`src/rtl/x_uart_pkg.sv`:
```
// Shared types for the UART transmit arbiter: FSM state encoding and byte type.
package x_uart_pkg;

    typedef enum logic [1:0] {
        ST_ARB  = 2'd0,
        ST_SEND = 2'd1,
        ST_HOLD = 2'd2,
        ST_GAP  = 2'd3
    } state_e;

    typedef logic [7:0] byte_t;

    // Round-robin successor of idx among n requesters.
    function automatic int next_idx(input int idx, input int n);
        return (idx + 1 >= n) ? 0 : idx + 1;
    endfunction

endpackage

```
`src/rtl/x_rr_pick.sv`:
```
// Combinational round-robin picker: first asserted request at or after the pointer.
module x_rr_pick #(
    parameter int p_n = 4,
    parameter int p_w = $clog2(p_n)
) (
    input  logic [p_n-1:0] i_req,
    input  logic [p_w-1:0] i_ptr,
    output logic           o_found,
    output logic [p_w-1:0] o_idx
);

    int w_best_dist;
    int w_dist;

    // Smallest forward distance from the pointer wins.
    always_comb begin
        o_found     = 1'b0;
        o_idx       = '0;
        w_best_dist = p_n;
        w_dist      = 0;
        for (int k = 0; k < p_n; k++) begin
            w_dist = k - int'(i_ptr);
            if (w_dist < 0) begin
                w_dist = w_dist + p_n;
            end
            if (i_req[k] && (w_dist < w_best_dist)) begin
                w_best_dist = w_dist;
                o_idx       = p_w'(k);
                o_found     = 1'b1;
            end
        end
    end

endmodule

```
`src/rtl/x_uart_tx_arb.sv`:
```
// Message-locking round-robin arbiter feeding one UART transmitter from p_num_req byte sources.
module x_uart_tx_arb
    import x_uart_pkg::*;
#(
    parameter int p_num_req     = 4,
    parameter int p_max_burst   = 16,
    parameter int p_hold_cycles = 4096,
    parameter int p_gap_cycles  = 0
) (
    input  logic                         i_clk,
    input  logic                         i_rst,
    input  logic [p_num_req-1:0]         i_req_valid,
    input  logic [8*p_num_req-1:0]       i_req_data,
    input  logic [p_num_req-1:0]         i_req_last,
    output logic [p_num_req-1:0]         o_req_ready,
    output logic [7:0]                   o_data,
    output logic                         o_valid,
    input  logic                         i_accept,
    output logic [$clog2(p_num_req)-1:0] o_grant_id,
    output logic                         o_busy
);

    localparam int IW       = $clog2(p_num_req);
    localparam int BW       = $clog2(p_max_burst + 1);
    localparam int HW       = $clog2(p_hold_cycles + 1);
    localparam int GW       = (p_gap_cycles > 0) ? $clog2(p_gap_cycles + 1) : 1;
    localparam int GAP_LAST = (p_gap_cycles > 0) ? p_gap_cycles - 1 : 0;

    state_e              r_state;
    logic [IW-1:0]       r_rr_ptr;
    logic                r_last_q;
    logic [BW-1:0]       r_burst_cnt;
    logic [HW-1:0]       r_hold_cnt;
    logic [GW-1:0]       r_gap_cnt;

    state_e              w_next_state;
    logic                w_found;
    logic [IW-1:0]       w_win_idx;
    logic                w_pop;
    logic [IW-1:0]       w_pop_idx;
    logic                w_release;
    logic [p_num_req-1:0] w_ready;
    byte_t               w_pop_byte;

    x_rr_pick #(.p_n(p_num_req)) u_pick (
        .i_req   (i_req_valid),
        .i_ptr   (r_rr_ptr),
        .o_found (w_found),
        .o_idx   (w_win_idx)
    );

    always_comb begin
        w_next_state = r_state;
        w_pop        = 1'b0;
        w_pop_idx    = o_grant_id;
        w_release    = 1'b0;
        w_ready      = '0;
        case (r_state)
            ST_ARB: begin
                if (w_found) begin
                    w_pop        = 1'b1;
                    w_pop_idx    = w_win_idx;
                    w_next_state = ST_SEND;
                end
            end
            ST_SEND: begin
                if (i_accept) begin
                    if (r_last_q || (r_burst_cnt == BW'(p_max_burst))) begin
                        w_release = 1'b1;
                    end else if (i_req_valid[o_grant_id]) begin
                        w_pop = 1'b1;
                    end else begin
                        w_next_state = ST_HOLD;
                    end
                end
            end
            // A returning byte beats the timeout in the same cycle.
            ST_HOLD: begin
                if (i_req_valid[o_grant_id]) begin
                    w_pop        = 1'b1;
                    w_next_state = ST_SEND;
                end else if (r_hold_cnt == HW'(p_hold_cycles - 1)) begin
                    w_release = 1'b1;
                end
            end
            ST_GAP: begin
                if (r_gap_cnt == GW'(GAP_LAST)) begin
                    w_next_state = ST_ARB;
                end
            end
            default: w_next_state = ST_ARB;
        endcase
        if (w_release) begin
            w_next_state = (p_gap_cycles > 0) ? ST_GAP : ST_ARB;
        end
        // Never pop a source while the arbiter is being reset.
        if (i_rst) begin
            w_pop = 1'b0;
        end
        if (w_pop) begin
            w_ready[w_pop_idx] = 1'b1;
        end
    end

    assign w_pop_byte  = i_req_data[{w_pop_idx, 3'b000} +: 8];
    assign o_req_ready = w_ready;

    always_ff @(posedge i_clk) begin
        if (i_rst) begin
            r_state     <= ST_ARB;
            r_rr_ptr    <= '0;
            r_last_q    <= 1'b0;
            r_burst_cnt <= '0;
            r_hold_cnt  <= '0;
            r_gap_cnt   <= '0;
            o_data      <= '0;
            o_valid     <= 1'b0;
            o_grant_id  <= '0;
            o_busy      <= 1'b0;
        end else begin
            r_state <= w_next_state;
            o_busy  <= (w_next_state != ST_ARB);
            if (w_pop) begin
                o_valid     <= 1'b1;
                o_data      <= w_pop_byte;
                o_grant_id  <= w_pop_idx;
                r_last_q    <= i_req_last[w_pop_idx];
                r_burst_cnt <= (r_state == ST_ARB) ? BW'(1) : r_burst_cnt + 1'b1;
            end else if ((r_state == ST_SEND) && i_accept) begin
                o_valid <= 1'b0;
            end
            if (w_release) begin
                r_rr_ptr <= IW'(next_idx(int'(o_grant_id), p_num_req));
            end
            r_hold_cnt <= (r_state == ST_HOLD) ? r_hold_cnt + 1'b1 : '0;
            r_gap_cnt  <= (r_state == ST_GAP) ? r_gap_cnt + 1'b1 : '0;
        end
    end

endmodule
```
`config.mk`:
```
export PLATFORM = sky130hd
export DESIGN_NAME = x_uart_tx_arb
export DESIGN_NICKNAME = d
export VERILOG_FILES = /design/src/rtl/x_uart_pkg.sv /design/src/rtl/x_rr_pick.sv /design/src/rtl/x_uart_tx_arb.sv
export SDC_FILE = /design/constraint.sdc
export NUM_CORES = 1
export LEC_CHECK = 0
export CAP_MARGIN = 20
export CORE_ASPECT_RATIO = 1.75
export CORE_UTILIZATION = 53
export DETAILED_ROUTE_END_ITERATION = 6
export GPL_TIMING_DRIVEN = 0
export PLACE_DENSITY = 0.86
export SLEW_MARGIN = 5
export SYNTH_ARGS = -nofsm -noshare
export SYNTH_HDL_FRONTEND = slang
export SYNTH_SLANG_ARGS = --single-unit
```
`constraint.sdc`:
```
create_clock -name i_clk -period 11.2 [get_ports i_clk]
set_input_delay 2.8 -clock i_clk [delete_from_list [all_inputs] [get_ports i_clk]]
set_output_delay 2.8 -clock i_clk [all_outputs]
set_load 0.02 [all_outputs]
```
==> After elaboration in Yosys (flattened, before gate mapping) <==
Cells that the tools add are included.
{ "totals": {"register_bits": 36, "input_bits": 43, "out_inout_bits": 16, "wordCells": 100} }
{ "op_classes": {"addsub": 12, "order_cmp": 12, "eq_ne": 5, "shift": 1, "muxes": 46, "bitwise": 2, "n_reduce_logical": 12} }
{ "ops": {"columns": ["cell", "count"], "rows": [
  ["32-bit two-way mux", 7],
  ["32-bit by 4-bit adder with 32-bit output (second input constant)", 4],
  ["32-bit by 1-bit < comparator with 1-bit output (second input constant)", 4],
  ["32-bit < comparator", 3],
  ["32-bit by 4-bit < comparator with 1-bit output (second input constant)", 1],
  ["32-bit by 6-bit variable part select with 8-bit output", 1],
  ["2-bit two-way mux", 12],
  ["1-bit two-way mux", 19],
  ["13-bit by 1-bit adder with 13-bit output (second input constant)", 1],
  ["13-bit by 12-bit == test with 1-bit output (second input constant)", 1],
  ["2-bit case mux with 4 select lines", 1],
  ["1-bit logical AND", 6],
  ["2-bit by 3-bit < comparator with 1-bit output (second input constant)", 2],
  ["1-bit by 2-bit subtractor with 3-bit output (first input constant)", 2],
  ["2-bit by 2-bit subtractor with 3-bit output (first input constant)", 2],
  ["5-bit by 1-bit adder with 5-bit output (second input constant)", 1],
  ["5-bit == test (second input constant)", 1],
  ["5-bit two-way mux", 1],
  ["1-bit binary-select mux with 2-bit select", 2],
  ["2-bit == test (second input constant)", 2],
  ["4-bit two-way mux", 1],
  ["2-bit nonzero test", 2],
  ["2-bit OR reduction", 2],
  ["2-bit by 1-bit adder with 3-bit output (second input constant)", 1],
  ["other kinds (10)", 11]
]} }

==> Logic depth before layout (Yosys ltp) <==
Gate-level depths: netlist (run 1).
{ "logic_depth": {"word_depth": 22, "ltp_mapped": 16, "ltp_nobuf": 15} }

==> By module <==
Synthesis (run 1) repeated with hierarchy kept, for this count alone.
{ "unflattened": {"cells_unflattened": 250, "hier_area_um2": 2190.9} }
{ "modules_own_cells": {"columns": ["mod", "n_inst", "cells_per_inst", "area_per_inst_um2", "seq_area_each_um2"], "rows": [
  ["x_uart_tx_arb", 1, 217, 1973.1, 720.7],
  ["x_rr_pick", 1, 33, 217.7, 0.0]
]} }

==> Least setup slack after synthesis (run 1) <==
No wires, ideal clock.
{ "synth_path": {"path_kind": "in2out", "from": "input i_req_valid[0]", "to": "output o_req_ready[3]", "arrival_time_ns": 5.769, "t_required_ns": 8.400, "setup_slack_ns": 2.631, "stages": 14, "n_path_buf": 2, "path_cell_list": "buf_6 -> mux2i_1 -> a32oi_1 -> ha_1 -> o22a_1 -> o31ai_1 -> nand2_1 -> a21o_1 -> ha_1 -> o21ai_0 -> o211ai_1 -> o211ai_1 -> clkbuf_1 -> nor4b_1"} }
{ "synth_via": {"elab_chain_len": 18, "elab_cells_between_ends": 33, "classes_between": "order compare: 5; mux: 23; reduce/logical: 5"} }
{ "synth_lines": {"columns": ["item", "line", "rtl"], "rows": [
  ["start, declared", "x_uart_tx_arb.sv:12", "input logic [p_num_req-1:0] i_req_valid,"],
  ["1-bit logical AND", "x_rr_pick.sv:26", "if (i_req[k] && (w_dist < w_best_dist)) begin"],
  ["32-bit two-way mux", "x_rr_pick.sv:26", null],
  ["32-bit < comparator", "x_rr_pick.sv:26", null],
  ["1-bit logical AND", "x_rr_pick.sv:26", null],
  ["32-bit two-way mux", "x_rr_pick.sv:26", null],
  ["32-bit < comparator", "x_rr_pick.sv:26", null],
  ["1-bit logical AND", "x_rr_pick.sv:26", null],
  ["32-bit two-way mux", "x_rr_pick.sv:26", null],
  ["(+2 left out)", null, null],
  ["2-bit two-way mux or 1-bit two-way mux (tied branches)", "x_rr_pick.sv:26", null],
  ["2-bit two-way mux", "x_uart_tx_arb.sv:60", "if (w_found) begin"],
  ["2-bit two-way mux", "x_uart_tx_arb.sv:58", "case (r_state)"],
  ["2-bit by 3-bit < comparator with 1-bit output (not written as such) or 2-bit by 1-bit greater-or-equal comparator with 1-bit output (tied branches)", "x_uart_tx_arb.sv:101", "w_ready[w_pop_idx] = 1'b1;"],
  ["1-bit logical AND (not written as such)", "x_uart_tx_arb.sv:101", null],
  ["1-bit two-way mux (not written as such)", "x_uart_tx_arb.sv:101", null],
  ["1-bit demux with 2-bit select", "x_uart_tx_arb.sv:101", null],
  ["4-bit two-way mux (*)", "x_uart_tx_arb.sv:100", "if (w_pop) begin"],
  ["end, declared", "x_uart_tx_arb.sv:15", "output logic [p_num_req-1:0] o_req_ready,"]
]} }
Mark *: on every way between the ends. The rest lies on a longest branch, timed or not. The select of a mux whose other input is x is not followed.

==> Worst setup path after layout (run 1) <==
{ "layout_path": {"from": "input i_req_valid[1]", "to": "output o_req_ready[3]"} }
{ "layout_via": {"elab_chain_len": 15, "elab_cells_between_ends": 29, "classes_between": "order compare: 4; mux: 21; reduce/logical: 4"} }
{ "layout_lines": {"columns": ["item", "line"], "rows": [
  ["1-bit logical AND", "x_rr_pick.sv:26"],
  ["32-bit two-way mux", "x_rr_pick.sv:26"],
  ["32-bit < comparator", "x_rr_pick.sv:26"],
  ["1-bit logical AND", "x_rr_pick.sv:26"],
  ["32-bit two-way mux", "x_rr_pick.sv:26"],
  ["32-bit < comparator", "x_rr_pick.sv:26"],
  ["1-bit logical AND", "x_rr_pick.sv:26"],
  ["2-bit two-way mux or 1-bit two-way mux (tied branches)", "x_rr_pick.sv:26"],
  ["2-bit two-way mux", "x_uart_tx_arb.sv:60"],
  ["2-bit two-way mux", "x_uart_tx_arb.sv:58"],
  ["2-bit by 3-bit < comparator with 1-bit output (not written as such) or 2-bit by 1-bit greater-or-equal comparator with 1-bit output (tied branches)", "x_uart_tx_arb.sv:101"],
  ["1-bit logical AND (not written as such)", "x_uart_tx_arb.sv:101"],
  ["1-bit two-way mux (not written as such)", "x_uart_tx_arb.sv:101"],
  ["1-bit demux with 2-bit select", "x_uart_tx_arb.sv:101"],
  ["4-bit two-way mux (*)", "x_uart_tx_arb.sv:100"]
]} }
Marks and branches as above.

==> summary.txt, run 1 <==
Detailed routing
  • Wire length on met3: 269 um
  • Met2 Routed Length: between 3000 and 4000 um
  • Final WL: roughly 6000 um
  • Vias post-DR: between 2000 and 2500
  • DR iter-0 viols: between 50 and 60
  • Wl on met1: approximately 2100 um
  • DRC: 0
  • 1st-pass router iterations: 4
  • Top Layer Used: met4
  • Routed vias/inst: a little under 6
  • ANT nets after route: 0
  • Routed wire per std cell: approximately 15 um

Synthesis
  • Main combinational cell family by area after synthesis: compound AO/OA/AOI/OAI gates
  • Number of synthesized flops with an enable pin: 0
  • Top cell type's share of synthesized area: 31.7%
  • Synth Instances: between 200 and 300
  • Ranking of synthesized cells by instance count: 45 x nor2_1, 36 x dfxtp_1, 26 x a21oi_1, 20 x inv_1, 14 x nand2_1
  • Synth Net Count: between 300 and 400
  • Compound-Gate Fraction of Synth Area: between 20% and 30%
  • Avg Cell Area, Syn: about 8.0 um2
  • Register area share after synthesis: 31.7%
  • Top-count cell post-synth: nor2_1
  • Unique cell type count in the Yosys netlist: a little over 50
  • Fraction of registers with async set or reset after synthesis: 0%
  • Yosys warns: 0
  • Largest area contributor in the netlist: dfxtp_1
  • Netlist Area Pre-Place: ~2300 um2
  • Top area cells in the synthesized netlist: dfxtp_1 32%, nor2_1 7.4%, ha_1 6.1%
  • Yosys reg bits: 36
  • Main synth FF type: dfxtp_1
  • Post-Synth XOR/XNOR Area: ~3.5%
  • Synth Area in Adders: ~6.1%
  • Post-synthesis mux area share: 1.87%
  • Post-synthesis simple-gate area fraction: roughly 22%

Critical path
  • CP Class: input pin to output port
  • Critical Path Slowest Stage Cell: clkdlybuf4s50_1
  • Endpoint type of the worst setup path: output port
  • Critical Path Fanout Max: 10
  • FF-to-FF End: o_data[6]$_SDFFE_PP0P_
  • Slowest cell delay on critical path: between 0.6 and 0.7 ns
  • Crit-path leading delay family: buffers and inverters
  • Reg2reg start: r_rr_ptr[0]$_SDFFE_PP0P_
  • Arrival time worst endpoint: between 6 and 7 ns
  • FF-to-FF setup slack: 7.59 ns
  • Worst EP required: 8.40 ns
  • Setup crit start kind: input pin
  • Worst Path Buf+Inv: 4
  • CP cell instances: clkdlybuf4s50_1 -> inv_1 -> mux2i_1 -> a32oi_1 -> ha_1 -> o22a_1 -> o31ai_1 -> nand2_1 -> a21o_1 -> ha_1 -> o21ai_0 -> o211ai_1 -> o211ai_1 -> clkbuf_1 -> nor4b_1 -> clkdlybuf4s50_1
  • FF-to-FF path depth: 15

STA
  • Worst slew pin tran: ~0.78 ns
  • Final Hold Vio Count: 0
  • Setup TNS: 0 ns
  • Period minus WS final: 9.75 ns
  • Final slew viol count: 0
  • RSZ-0062 raised after global routing: no
  • Slew headroom: a little under 50%
  • Fin crit share: between 80% and 90%
  • Hold_ws: 0.449 ns
  • FMAX: 0.103 GHz
  • Final setup margin: roughly 1.4 ns
  • Setup-failing EPs final: 0
  • Clock skew: 0.00947 ns

Pwr
  • Clock power share: a little over a fifth
  • Leak Pwr: 1.11 nW
  • Pint: approximately 0.00029 W
  • Switching Fraction: between 30% and 40%
  • Net switching power: roughly 0.00018 W
  • Worst VDD drop: about 120 uV
  • Comb pwr share: ~44%
  • Flop pwr share: between 30 and 40%
  • P per Cell Area: 155 nW/um2

Placed design
  • Dpl cell area: approximately 2900 um2
  • DPL Wire Length: around 4600 um
  • GPL Wtd Cong: around 0.86
  • Place WS: around 1.5 ns
  • IO Port Bufs: 56

Clock network
  • H-tree Lvls: 2
  • # Post-CTS Setup Buffers: 0
  • Hold buffers post-CTS: 0
  • Clock Sinks: 36
  • CTS tree: yes
  • Root buffer cell: clkbuf_8
  • PostCTS Resize Cnt: 0
  • Longest Clk Path Bufs: 2
  • CTS Buf Count: 5
  • Clock Latency Late Sink: roughly 0.3 ns
  • Clock-pin transition on the worst setup and hold timing paths: ~0.070 ns

Finish
  • Layout Nets: 400
  • Share of cells above drive strength 1: 8.36%
  • Antenna Cells: 0
  • Syn-to-layout area delta: 31.5%
  • Register area: 721 um2
  • Area of the multi-input gates: about 1400 um2
  • Post-Layout Inst Area: between 2000 and 3000 um2
  • Fill cells: roughly 350
  • Core Util, Final: about 73%

Floorplanning
  • Die Ht: just under 90 um
  • Starting Density: between 50% and 60%
  • # rows: 31
  • I/O Pins: 59
  • Die ar.: between 4000 and 5000 um2
  • Core box area: approximately 4100 um2
  • DIE WIDTH: ~50 um

Worst hold path
  • Hold Crit Class: flop to flop
  • Hold path startpoint: r_gap_cnt$_SDFF_PP0_
  • Hold depth: 1
  • Worst hold endpoint: r_gap_cnt$_SDFF_PP0_

Global route
  • GR Overflow Total: 0
  • Total track usage: roughly 29%
  • Initial antenna violation count: 0
  • Pin count of the biggest net entering global routing: 12
  • Vias in the first global route: about 2400
  • First-pass GRT wire length: between 9000 and 10000 um

Run status
  • Outcome: completed

Flow run
  • Max Cap Viol: 0
[state kept, by name (all words and copies together), names as in the netlist]
signal	flops
r_state	2
r_last_q	1
o_valid	1
r_burst_cnt	5
r_gap_cnt	1
o_grant_id	2
r_hold_cnt	13
o_data	8
r_rr_ptr	2
o_busy	1
[stage by stage]
stage / instances / power (W)
floorplan: 283 / 0.000290
global placement: 388 / 0.000361
detailed placement: 388 / 0.000366
CTS: 396 / 0.000465
global route: 396 / 0.000491
finish: 396 / 0.000464
[worst register-to-register path, delay by kind of cell (launching register included)]
family	cells	cell delay [ns]
AOI/OAI and AO/OA	9	1.77
muxes	1	0.14
DFF	1	0.31
buffers and inverters	2	0.60
and+or+nand+nor	1	0.16
adders and majority gates	2	0.57
[cell usage in the layout (no fill, tap or decap), types with 7 or more instances in the layout]
master / count
inv_1: 20
o31a_1: 9
ha_1: 11
nand3_1: 9
dfxtp_1: 36
nand2_1: 14
o21ai_0: 7
o22ai_1: 9
nor2_1: 45
clkdlybuf4s50_1: 56
clkbuf_1: 11
a21oi_1: 26
[per-layer routing]
layer  global-route usage (%)  up-vias
li1                         -     1141
met1                     26.3     1086
met2                     58.1       86
met3                     6.19       11
met4                     13.5        0
met5                        0        -
[layout make-up]
class,count,share of cell area (%)
flip-flops and latches,36,24.1
clock buffers,7,2.89
plain buffers,18,3.06
multi-input cells,209,46.3
repair buffers,56,18.8
well taps,49,2.05
inverters,20,2.51
clock inverters,1,0.251
[power groups by stage]
stage               registers [W]  logic, W  clock network (W)
floorplan                0.000173  0.000117                  0
global placement         0.000160  0.000201                  0
detailed placement       0.000161  0.000205                  0
CTS                      0.000158  0.000206           0.000101
global route             0.000161  0.000223           0.000107
finish                   0.000159  0.000206          0.0000993
[kinds of logic (layout without fill, tap and decap cells)]
family          Yosys count  after routing
simple gates            100            100
fa+ha+maj                11             11
mux                       3              3
buf+inv                  38            102
flops                    36             36
xor+xnor                  9              9
compound gates           86             86
[worst max path at each step]
stage / end / cells after the start / start
after CTS: o_req_ready[3] / 16 / i_req_valid[1]
after global placement: o_req_ready[3] / 16 / i_req_valid[1]
final: o_req_ready[3] / 16 / i_req_valid[1]
after floorplan: o_req_ready[3] / 14 / i_req_valid[0]
after global routing: o_req_ready[3] / 16 / i_req_valid[1]
after detailed placement: o_req_ready[3] / 16 / i_req_valid[1]
(Power assumes the default switching activity.)
==> run 2: changes to the inputs <==
--- a/config.mk
+++ b/config.mk
@@ -5,7 +5,7 @@
 export SDC_FILE = /design/constraint.sdc
 export NUM_CORES = 1
 export LEC_CHECK = 0
-export CAP_MARGIN = 20
+export CAP_MARGIN = 5
 export CORE_ASPECT_RATIO = 1.75
 export CORE_UTILIZATION = 53
 export DETAILED_ROUTE_END_ITERATION = 6
==> results of run 2 <==
Same layout as run 1: the final DEF is identical, and so are final timing and power.
